$ cat src/rtl/peripheral_operand_loader_if.sv
// Byte-stream and operand-pair bus for peripheral_operand_loader.
//   byte_i / byte_valid_i / byte_ready_o : incoming byte stream handshake
//   datainput_o                          : index (0..7) of the next byte slot
//   dataA_o / dataB_o                    : assembled operands (bytes 0..3 / 4..7)
//   op_valid_o / op_ready_i              : operand pair handshake to downstream
// Modports: master = stream source / operand consumer, slave = loader.
interface peripheral_operand_loader_if;
   logic [7:0]  byte_i;
   logic        byte_valid_i;
   logic        byte_ready_o;
   logic [3:0]  datainput_o;
   logic [31:0] dataA_o;
   logic [31:0] dataB_o;
   logic        op_valid_o;
   logic        op_ready_i;

   modport master (
      output byte_i, byte_valid_i, op_ready_i,
      input  byte_ready_o, datainput_o, dataA_o, dataB_o, op_valid_o
   );

   modport slave (
      input  byte_i, byte_valid_i, op_ready_i,
      output byte_ready_o, datainput_o, dataA_o, dataB_o, op_valid_o
   );
endinterface

$ cat src/rtl/peripheral_operand_loader.sv
// Byte-stream front end for the operand path: collects eight bytes into two
// little-endian 32-bit operands and offers the pair downstream.
// Ports:
//   clk, rst_n  : clock (rising edge), asynchronous active-low reset
//   bus         : peripheral_operand_loader_if.slave (byte stream + operand pair)
//   clear_i     : synchronous abort of the current packet (highest priority)
//   busy_o      : at least one byte of the current packet held
//   timeout_o   : one-cycle pulse on a mid-packet idle timeout abort
// Optional feature: define OPLOAD_TIMEOUT_EN to abort a packet after
// TIMEOUT_CYCLES consecutive idle cycles in LOAD; otherwise timeout_o is 0.
module peripheral_operand_loader #(
   parameter int unsigned TIMEOUT_CYCLES = 255
) (
   input  logic                        clk,
   input  logic                        rst_n,
   peripheral_operand_loader_if.slave  bus,
   input  logic                        clear_i,
   output logic                        busy_o,
   output logic                        timeout_o
);

   localparam int unsigned IDX_W  = 3;
   localparam int unsigned DATA_W = 64;

   localparam logic [1:0] ST_IDLE = 2'd0;
   localparam logic [1:0] ST_LOAD = 2'd1;
   localparam logic [1:0] ST_FULL = 2'd2;

   // A zero timeout would abort every packet before its first idle cycle.
   if (TIMEOUT_CYCLES == 0) begin : g_bad_timeout
      $error("TIMEOUT_CYCLES must be at least 1");
   end

   logic [1:0]        state_q, state_d;
   logic [IDX_W-1:0]  idx_q, idx_d;
   logic [DATA_W-1:0] data_q, data_d;
   logic              accept;

   // Ready depends on the live clear_i so an aborting cycle never takes a byte.
   assign bus.byte_ready_o = (state_q != ST_FULL) && !clear_i;
   assign accept           = bus.byte_valid_i && bus.byte_ready_o;

   assign bus.datainput_o = {1'b0, idx_q};
   assign bus.dataA_o     = data_q[31:0];
   assign bus.dataB_o     = data_q[63:32];
   assign bus.op_valid_o  = (state_q == ST_FULL);
   assign busy_o          = (state_q != ST_IDLE);

`ifdef OPLOAD_TIMEOUT_EN
   localparam int unsigned CNT_W = (TIMEOUT_CYCLES > 1) ? $clog2(TIMEOUT_CYCLES) : 1;

   logic [CNT_W-1:0] cnt_q, cnt_d;
   logic             timeout_q, timeout_d;

   assign timeout_o = timeout_q;
`else
   assign timeout_o = 1'b0;
`endif

   // State and datapath registers.
   always_ff @(posedge clk or negedge rst_n) begin
      if (!rst_n) begin
         state_q   <= ST_IDLE;
         idx_q     <= '0;
         data_q    <= '0;
`ifdef OPLOAD_TIMEOUT_EN
         cnt_q     <= '0;
         timeout_q <= 1'b0;
`endif
      end else begin
         state_q   <= state_d;
         idx_q     <= idx_d;
         data_q    <= data_d;
`ifdef OPLOAD_TIMEOUT_EN
         cnt_q     <= cnt_d;
         timeout_q <= timeout_d;
`endif
      end
   end

   // Next-state and datapath update.
   always_comb begin
      state_d   = state_q;
      idx_d     = idx_q;
      data_d    = data_q;
`ifdef OPLOAD_TIMEOUT_EN
      cnt_d     = '0;
      timeout_d = 1'b0;
`endif

      if (clear_i) begin
         // Data is left stale on abort; only op_valid_o qualifies it.
         state_d = ST_IDLE;
         idx_d   = '0;
      end else begin
         case (state_q)
            ST_IDLE: begin
               if (accept) begin
                  data_d[{idx_q, 3'b000} +: 8] = bus.byte_i;
                  idx_d   = idx_q + IDX_W'(1);
                  state_d = ST_LOAD;
               end
            end
            ST_LOAD: begin
               if (accept) begin
                  data_d[{idx_q, 3'b000} +: 8] = bus.byte_i;
                  idx_d = idx_q + IDX_W'(1);   // wraps 7 -> 0 on the last byte
                  if (idx_q == IDX_W'(7)) begin
                     state_d = ST_FULL;
                  end
               end
`ifdef OPLOAD_TIMEOUT_EN
               else if (cnt_q == CNT_W'(TIMEOUT_CYCLES - 1)) begin
                  // This idle cycle is the TIMEOUT_CYCLES-th in a row.
                  state_d   = ST_IDLE;
                  idx_d     = '0;
                  timeout_d = 1'b1;
               end else begin
                  cnt_d = cnt_q + CNT_W'(1);
               end
`endif
            end
            ST_FULL: begin
               if (bus.op_ready_i) begin
                  state_d = ST_IDLE;
               end
            end
            default: begin
               state_d = ST_IDLE;
               idx_d   = '0;
            end
         endcase
      end
   end

endmodule

$ cat src/flat_wrapper.sv
// flat-port wrapper written by rule: the top's interface ports become plain ports
module peripheral_operand_loader_flat 
#(
   parameter int unsigned TIMEOUT_CYCLES = 255
)
  (clk, rst_n, clear_i, busy_o, timeout_o, bus_byte_i, bus_byte_valid_i, bus_op_ready_i, bus_byte_ready_o, bus_datainput_o, bus_dataA_o, bus_dataB_o, bus_op_valid_o);
  peripheral_operand_loader_if bus_i ();
  input  logic clk;
  input  logic rst_n;
  input  logic clear_i;
  output logic busy_o;
  output logic timeout_o;
  input wire logic [$bits(bus_i.byte_i)-1:0] bus_byte_i;
  input wire logic [$bits(bus_i.byte_valid_i)-1:0] bus_byte_valid_i;
  input wire logic [$bits(bus_i.op_ready_i)-1:0] bus_op_ready_i;
  output wire logic [$bits(bus_i.byte_ready_o)-1:0] bus_byte_ready_o;
  output wire logic [$bits(bus_i.datainput_o)-1:0] bus_datainput_o;
  output wire logic [$bits(bus_i.dataA_o)-1:0] bus_dataA_o;
  output wire logic [$bits(bus_i.dataB_o)-1:0] bus_dataB_o;
  output wire logic [$bits(bus_i.op_valid_o)-1:0] bus_op_valid_o;
  assign bus_i.byte_i = bus_byte_i;
  assign bus_i.byte_valid_i = bus_byte_valid_i;
  assign bus_i.op_ready_i = bus_op_ready_i;
  assign bus_byte_ready_o = bus_i.byte_ready_o;
  assign bus_datainput_o = bus_i.datainput_o;
  assign bus_dataA_o = bus_i.dataA_o;
  assign bus_dataB_o = bus_i.dataB_o;
  assign bus_op_valid_o = bus_i.op_valid_o;
  peripheral_operand_loader #(.TIMEOUT_CYCLES(TIMEOUT_CYCLES)) u_core (.clk(clk), .rst_n(rst_n), .bus(bus_i), .clear_i(clear_i), .busy_o(busy_o), .timeout_o(timeout_o));
endmodule
$ cat config.mk
export PLATFORM = sky130hd
export DESIGN_NAME = peripheral_operand_loader_flat
export DESIGN_NICKNAME = d
export VERILOG_FILES = /design/src/rtl/peripheral_operand_loader_if.sv /design/src/rtl/peripheral_operand_loader.sv /design/src/flat_wrapper.sv
export SDC_FILE = /design/constraint.sdc
export NUM_CORES = 1
export LEC_CHECK = 0
export ABC_CLOCK_PERIOD_IN_PS = 2930
export CELL_PAD_IN_SITES_DETAIL_PLACEMENT = 1
export CELL_PAD_IN_SITES_GLOBAL_PLACEMENT = 1
export CORE_UTILIZATION = 30
export CTS_CLUSTER_SIZE = 24
export DETAILED_ROUTE_END_ITERATION = 8
export HOLD_SLACK_MARGIN = 0.02
export MAX_ROUTING_LAYER = met4
export PLACE_DENSITY_LB_ADDON = 0.1
export RECOVER_POWER = 50
export SLEW_MARGIN = 5
export SYNTH_ARGS = -nofsm -noshare
export SYNTH_HDL_FRONTEND = slang
export SYNTH_SLANG_ARGS = --single-unit
$ cat constraint.sdc
create_clock -name clk -period 2.93 [get_ports clk]
set_input_delay 0.586 -clock clk [delete_from_list [all_inputs] [get_ports clk]]
set_output_delay 0.586 -clock clk [all_outputs]
set_load 0.005 [all_outputs]
# Word level (Yosys, flattened, before mapping)
# Cells that the tools add are included.
[word_totals] register_bits=69 in_bits=13 wordCells=37 out_inout_bits=72
[classes] addsub=2 shifts=2 bitwise=1 n_reduce_logical=9 mux=10 eq_ne=10
[op_table] cell="64-bit bitwise mux" n=1
[op_table] cell="8-bit by 8-bit variable shift with 64-bit output, first input constant" n=1
[op_table] cell="8-bit by 8-bit indexed part select with 64-bit output" n=1
[op_table] cell="2-bit 2-to-1 mux" n=5
[op_table] cell="3-bit by 2-bit inequality test with 1-bit output, second input constant" n=3
[op_table] cell="6-bit negation with 8-bit output" n=1
[op_table] cell="3-bit 2-to-1 mux" n=2
[op_table] cell="2-bit one-hot mux with 3 select lines" n=1
[op_table] cell="3-bit one-hot mux with 2 select lines" n=1
[op_table] cell="2-bit inequality test, second input constant" n=2
[op_table] cell="4-bit AND reduction" n=1
[op_table] cell="3-bit by 1-bit adder with 3-bit output, second input constant" n=1
[op_table] cell="3-bit == test, second input constant" n=1
[op_table] cell="3-bit by 1-bit inequality test with 1-bit output, second input constant" n=1
[op_table] cell="3-bit inequality test, second input constant" n=1
[op_table] cell="3-bit AND reduction" n=1
[op_table] cell="2-bit by 1-bit == test with 1-bit output, second input constant" n=1
[op_table] cell="2-bit == test, second input constant" n=1
[op_table] cell="1-bit logical AND" n=2
[op_table] cell="2-bit logical NOT" n=1
[op_table] cell="2-bit AND reduction" n=1
[op_table] cell="2-bit nonzero test" n=1
[op_table] cell="2-bit OR reduction" n=1
[op_table] cell="1-bit logical NOT" n=1
[op_table] cell="1-bit inverter" n=1

# Logic depth before layout (Yosys ltp)
[depth] depth_word=6 depth_mapped=8 mapped_depth_nobuf=6

# Worst setup path before layout
# No wires, ideal clock.
[synth_path] kind="register -> register" start="reg u_core.idx_q[0]" end="reg u_core.data_q[48]" path_buffers=3 setup_time_ps=125 path_stages_with_launch=9 arrival_time_ps=2087 period_less_slack_ps=2212 slack_ps=718 cell_sequence="dfrtp_1 -> buf_6 -> inv_1 -> ha_1 -> ha_1 -> clkbuf_1 -> and4bb_2 -> buf_4 -> mux2_2"
[synth_between] elab_chain_len=3
[synth_lines] item="from (decl)" line_no="peripheral_operand_loader.sv:35" rtl="logic [IDX_W-1:0] idx_q, idx_d;"
[synth_lines] item="from (signal assigned)" line_no="peripheral_operand_loader.sv:72" rtl="idx_q <= idx_d;"
[synth_lines] item="6-bit negation with 8-bit output *" line_no="peripheral_operand_loader.sv:99, peripheral_operand_loader.sv:106"
[synth_lines] item="8-bit by 8-bit indexed part select with 64-bit output / 8-bit by 8-bit variable shift with 64-bit output (equally long branches)" line_no="peripheral_operand_loader.sv:99, peripheral_operand_loader.sv:106"
[synth_lines] item="64-bit bitwise mux *" line_no="peripheral_operand_loader.sv:99, peripheral_operand_loader.sv:106"
[synth_lines] item="to (signal assigned)" line_no="peripheral_operand_loader.sv:73" rtl="data_q <= data_d;"
[synth_lines] item="to (decl)" line_no="peripheral_operand_loader.sv:36" rtl="logic [DATA_W-1:0] data_q, data_d;"
# Every way passes the cells marked *; elsewhere a longest branch is shown, timed or not.
# A chain may end at the register's enable or synchronous reset.

# Worst setup path after layout
[layout_path] start="reg u_core.state_q[1]" end="out bus_op_valid_o"
[layout_between] elab_chain_len=1
[layout_lines] item="from (decl)" line_no="peripheral_operand_loader.sv:34" rtl="logic [1:0] state_q, state_d;"
[layout_lines] item="from (signal assigned)" line_no="peripheral_operand_loader.sv:71" rtl="state_q <= state_d;"
[layout_lines] item="2-bit == test" line_no="peripheral_operand_loader.sv:46" rtl="assign bus.op_valid_o = (state_q == ST_FULL);"
[layout_lines] item="to (decl)" line_no="flat_wrapper.sv:20" rtl="output wire logic [$bits(bus_i.op_valid_o)-1:0] bus_op_valid_o;"
# Every way passes these cells.

==> run_results.csv <==
group,metric,value,unit
detailed_routing,first_pass_iters,4,
timing,setup_viol,0,
timing,finalCriticalPeriod,2.53,ns
global_routing,grt_pass1_vias,2007,
timing,setup_slack,0.399,ns
power_and_ir_drop,powerDensity,681,nW/um^2
timing,slew_headroom,-16.5,%
clocking,cts_setup_buffers,0,
yosys,synthCells,196,
yosys,syn_area_per_cell,15.0,sq um
placed_design,gp_congestion,0.770,
floorplan,ios,85,
detailed_routing,drt-initial-drc-count,86,
floorplan,start_util,31.4,%
global_routing,grt_first_pass_wirelength,11300,um
timing,setup-tns-final,0,ns
power_and_ir_drop,power.leakage,1.99,nW
timing,min_period_over_period,86.4,%
clocking,hold_buffers,0,
power_and_ir_drop,power,2.77,mW
clocking,cts_max_path_buffers,2,
timing,worst_pin_slew,1.75,ns
detailed_routing,wirelength,7010,um
global_routing,grt_overflow,0,
placed_design,placed_area,3880,sq um
critical_path,reg2reg_slack,0.62,ns
clocking,h-tree-depth,3,
yosys,synth-seq-area-share,58.7,%
timing,skew,0.00661,ns
global_routing,grt_antenna_before_repair,0,
placed_design,portBuffers,82,
outcome,violations,"capacitance limit, slew limit",
outcome,status,"finished, violations left",
detailed_routing,ant_nets,0,
clocking,clock_sinks,69,
critical_path,path_max_fanout,9,
clocking,cts_resized,0,
critical_path,required,2.34,ns
clocking,cts_tree,"built",
yosys,yosys_warnings,0,
yosys,synth-edff-count,0,
placed_design,dp_hpwl,4770,um
yosys,async_reset_ff_share,100,%
floorplan,die_w,101,um
finish,nets,302,
critical_path,crit_arrival,1.95,ns
timing,finalHoldViolations,0,
floorplan,die_h,101,um
detailed_routing,wl_per_cell,16.8,um
worst_hold_path,hold_class,"register to register",
yosys,ys_types,31,
job,cap_violations,1,
floorplan,core,9370,sq um
global_routing,grt_usage,15.4,%
finish,area_delta_synth_final,38.2,%
clocking,root_buffer,"clkbuf_8",
clocking,numCtsBuffers,9,
power_and_ir_drop,max-vdd-ir-drop,0.254,mV
timing,report.final.slew_viol_count,70,
detailed_routing,drt-vias-per-instance,4.52,
placed_design,pre_cts_ws,0.380,ns
finish,drive_above_1_share,30.2,%
detailed_routing,drcViolationCount,0,
timing,rsz0062_at_grt,"no",
floorplan,std_cell_rows,35,
timing,fmax,395,MHz
critical_path,path_class,"register to output pin",
yosys,synth_area,2940,sq um
detailed_routing,via_count,1883,
yosys,synthFlopType,"dfrtp_1",
clocking,clkLatencyLatePin,0.34,ns
finish,utilization,43.3,%
finish,antenna_cells,0,
yosys,synth-seq-cells,69,
floorplan,die_area,10200,sq um
global_routing,grt_max_degree,70,
finish,stdcell_area,4060,sq um
critical_path,cp-start-kind,"register",
clocking,clk_pin_slew_worst_paths,0.08,ns
critical_path,endpoint_kind,"output pin",
==> registers in the layout (all words and copies together) (netlist names) <==
register,cells
u_core.state_q,2
u_core.data_q,64
u_core.idx_q,3
==> synthesized netlist by cell type, drive strengths merged (2+ instances only) <==
cell type,n,share of area [%]
inv,9,1.1
dfrtp,69,59
ha,5,2.1
nor2b,2,0.43
a2bb2oi,3,0.89
nor2,6,0.77
nand4,3,1.3
nor4b,2,1.1
mux2,58,22
buf,7,1.8
nand2,6,0.77
nand4b,4,1.8
nor3,2,0.72
mux2i,8,2.7
==> cell usage in the layout (no fill, tap or decap), types with 2 or more instances in the layout <==
cell and count:
inv_1 9, nor2b_1 2, clkdlybuf4s50_1 50, mux2_2 58
nand2_1 6, nand4_2 3, nand4b_2 3, ha_1 5
nor2_1 6, clkinv_2 2, dfrtp_1 69, mux2i_1 8
clkinvlp_4 2, a2bb2oi_1 3, clkbuf_8 9, dlygate4sd3_1 31
conb_1 2
==> cell type report <==
class / count / area (sq um)
multi-input combinational: 111 / 1120
timing repair buffer: 84 / 827
tap: 129 / 161
sequential: 69 / 1730
inverter: 9 / 33.8
clock inverter: 6 / 63.8
fill: 986 / 5310
clock buffer: 9 / 124
==> power by group <==
| part | switching, mW | total (mW) | internal [mW] |
|---|---|---|---|
| Combinational | 0.257 | 0.746 | 0.488 |
| Sequential | 0.102 | 1.26 | 1.16 |
| Clock | 0.372 | 0.760 | 0.388 |
==> kinds of logic after synthesis <==
kind of cell	Yosys count	synth area share, %
other cells	1	0.128
buf+inv	17	3.11
simple gates	31	8.90
mux	66	24.9
fa+ha+maj	5	2.13
xor+xnor	1	0.298
flops	69	58.7
compound gates	6	1.75
==> stage by stage <==
| stage | hold slack [ns] | cells |
|---|---|---|
| floorplan | 0.290 | 197 |
| global placement | 0.487 | 402 |
| detailed placement | 0.493 | 402 |
| CTS | 0.403 | 417 |
| global route | 0.517 | 417 |
| finish | 0.502 | 417 |
==> path summary, 6_finish.rpt <==
check                             startpoint                end  depth (start not counted)
max                        u_core.state_q[1]     bus_op_valid_o                          2
min                        u_core.data_q[25]  u_core.data_q[25]                          1
max reg2reg                  u_core.idx_q[1]  u_core.data_q[48]                          6
min reg2reg                u_core.data_q[25]  u_core.data_q[25]                          1
max in group asynchronous              rst_n  u_core.data_q[51]                          1
min in group asynchronous              rst_n  u_core.data_q[28]                          1
==> critical path, cell delays in order (launching register included) <==
cell and delay [ns]:
dfrtp_1 0.56, nor2b_1 0.45, clkdlybuf4s50_1 0.59
==> per-layer routing <==
metal | global-route usage (%) | vias to the layer above | share of wire [%]
met1 | 21.1 | 952 | 50
li1 | - | 864 | -
met2 | 21.3 | 57 | 43
met5 | - | - | 0
met3 | 4.51 | 10 | 5.9
met4 | 6.35 | 0 | 1.1
Power figures use the tool's default switching activity.
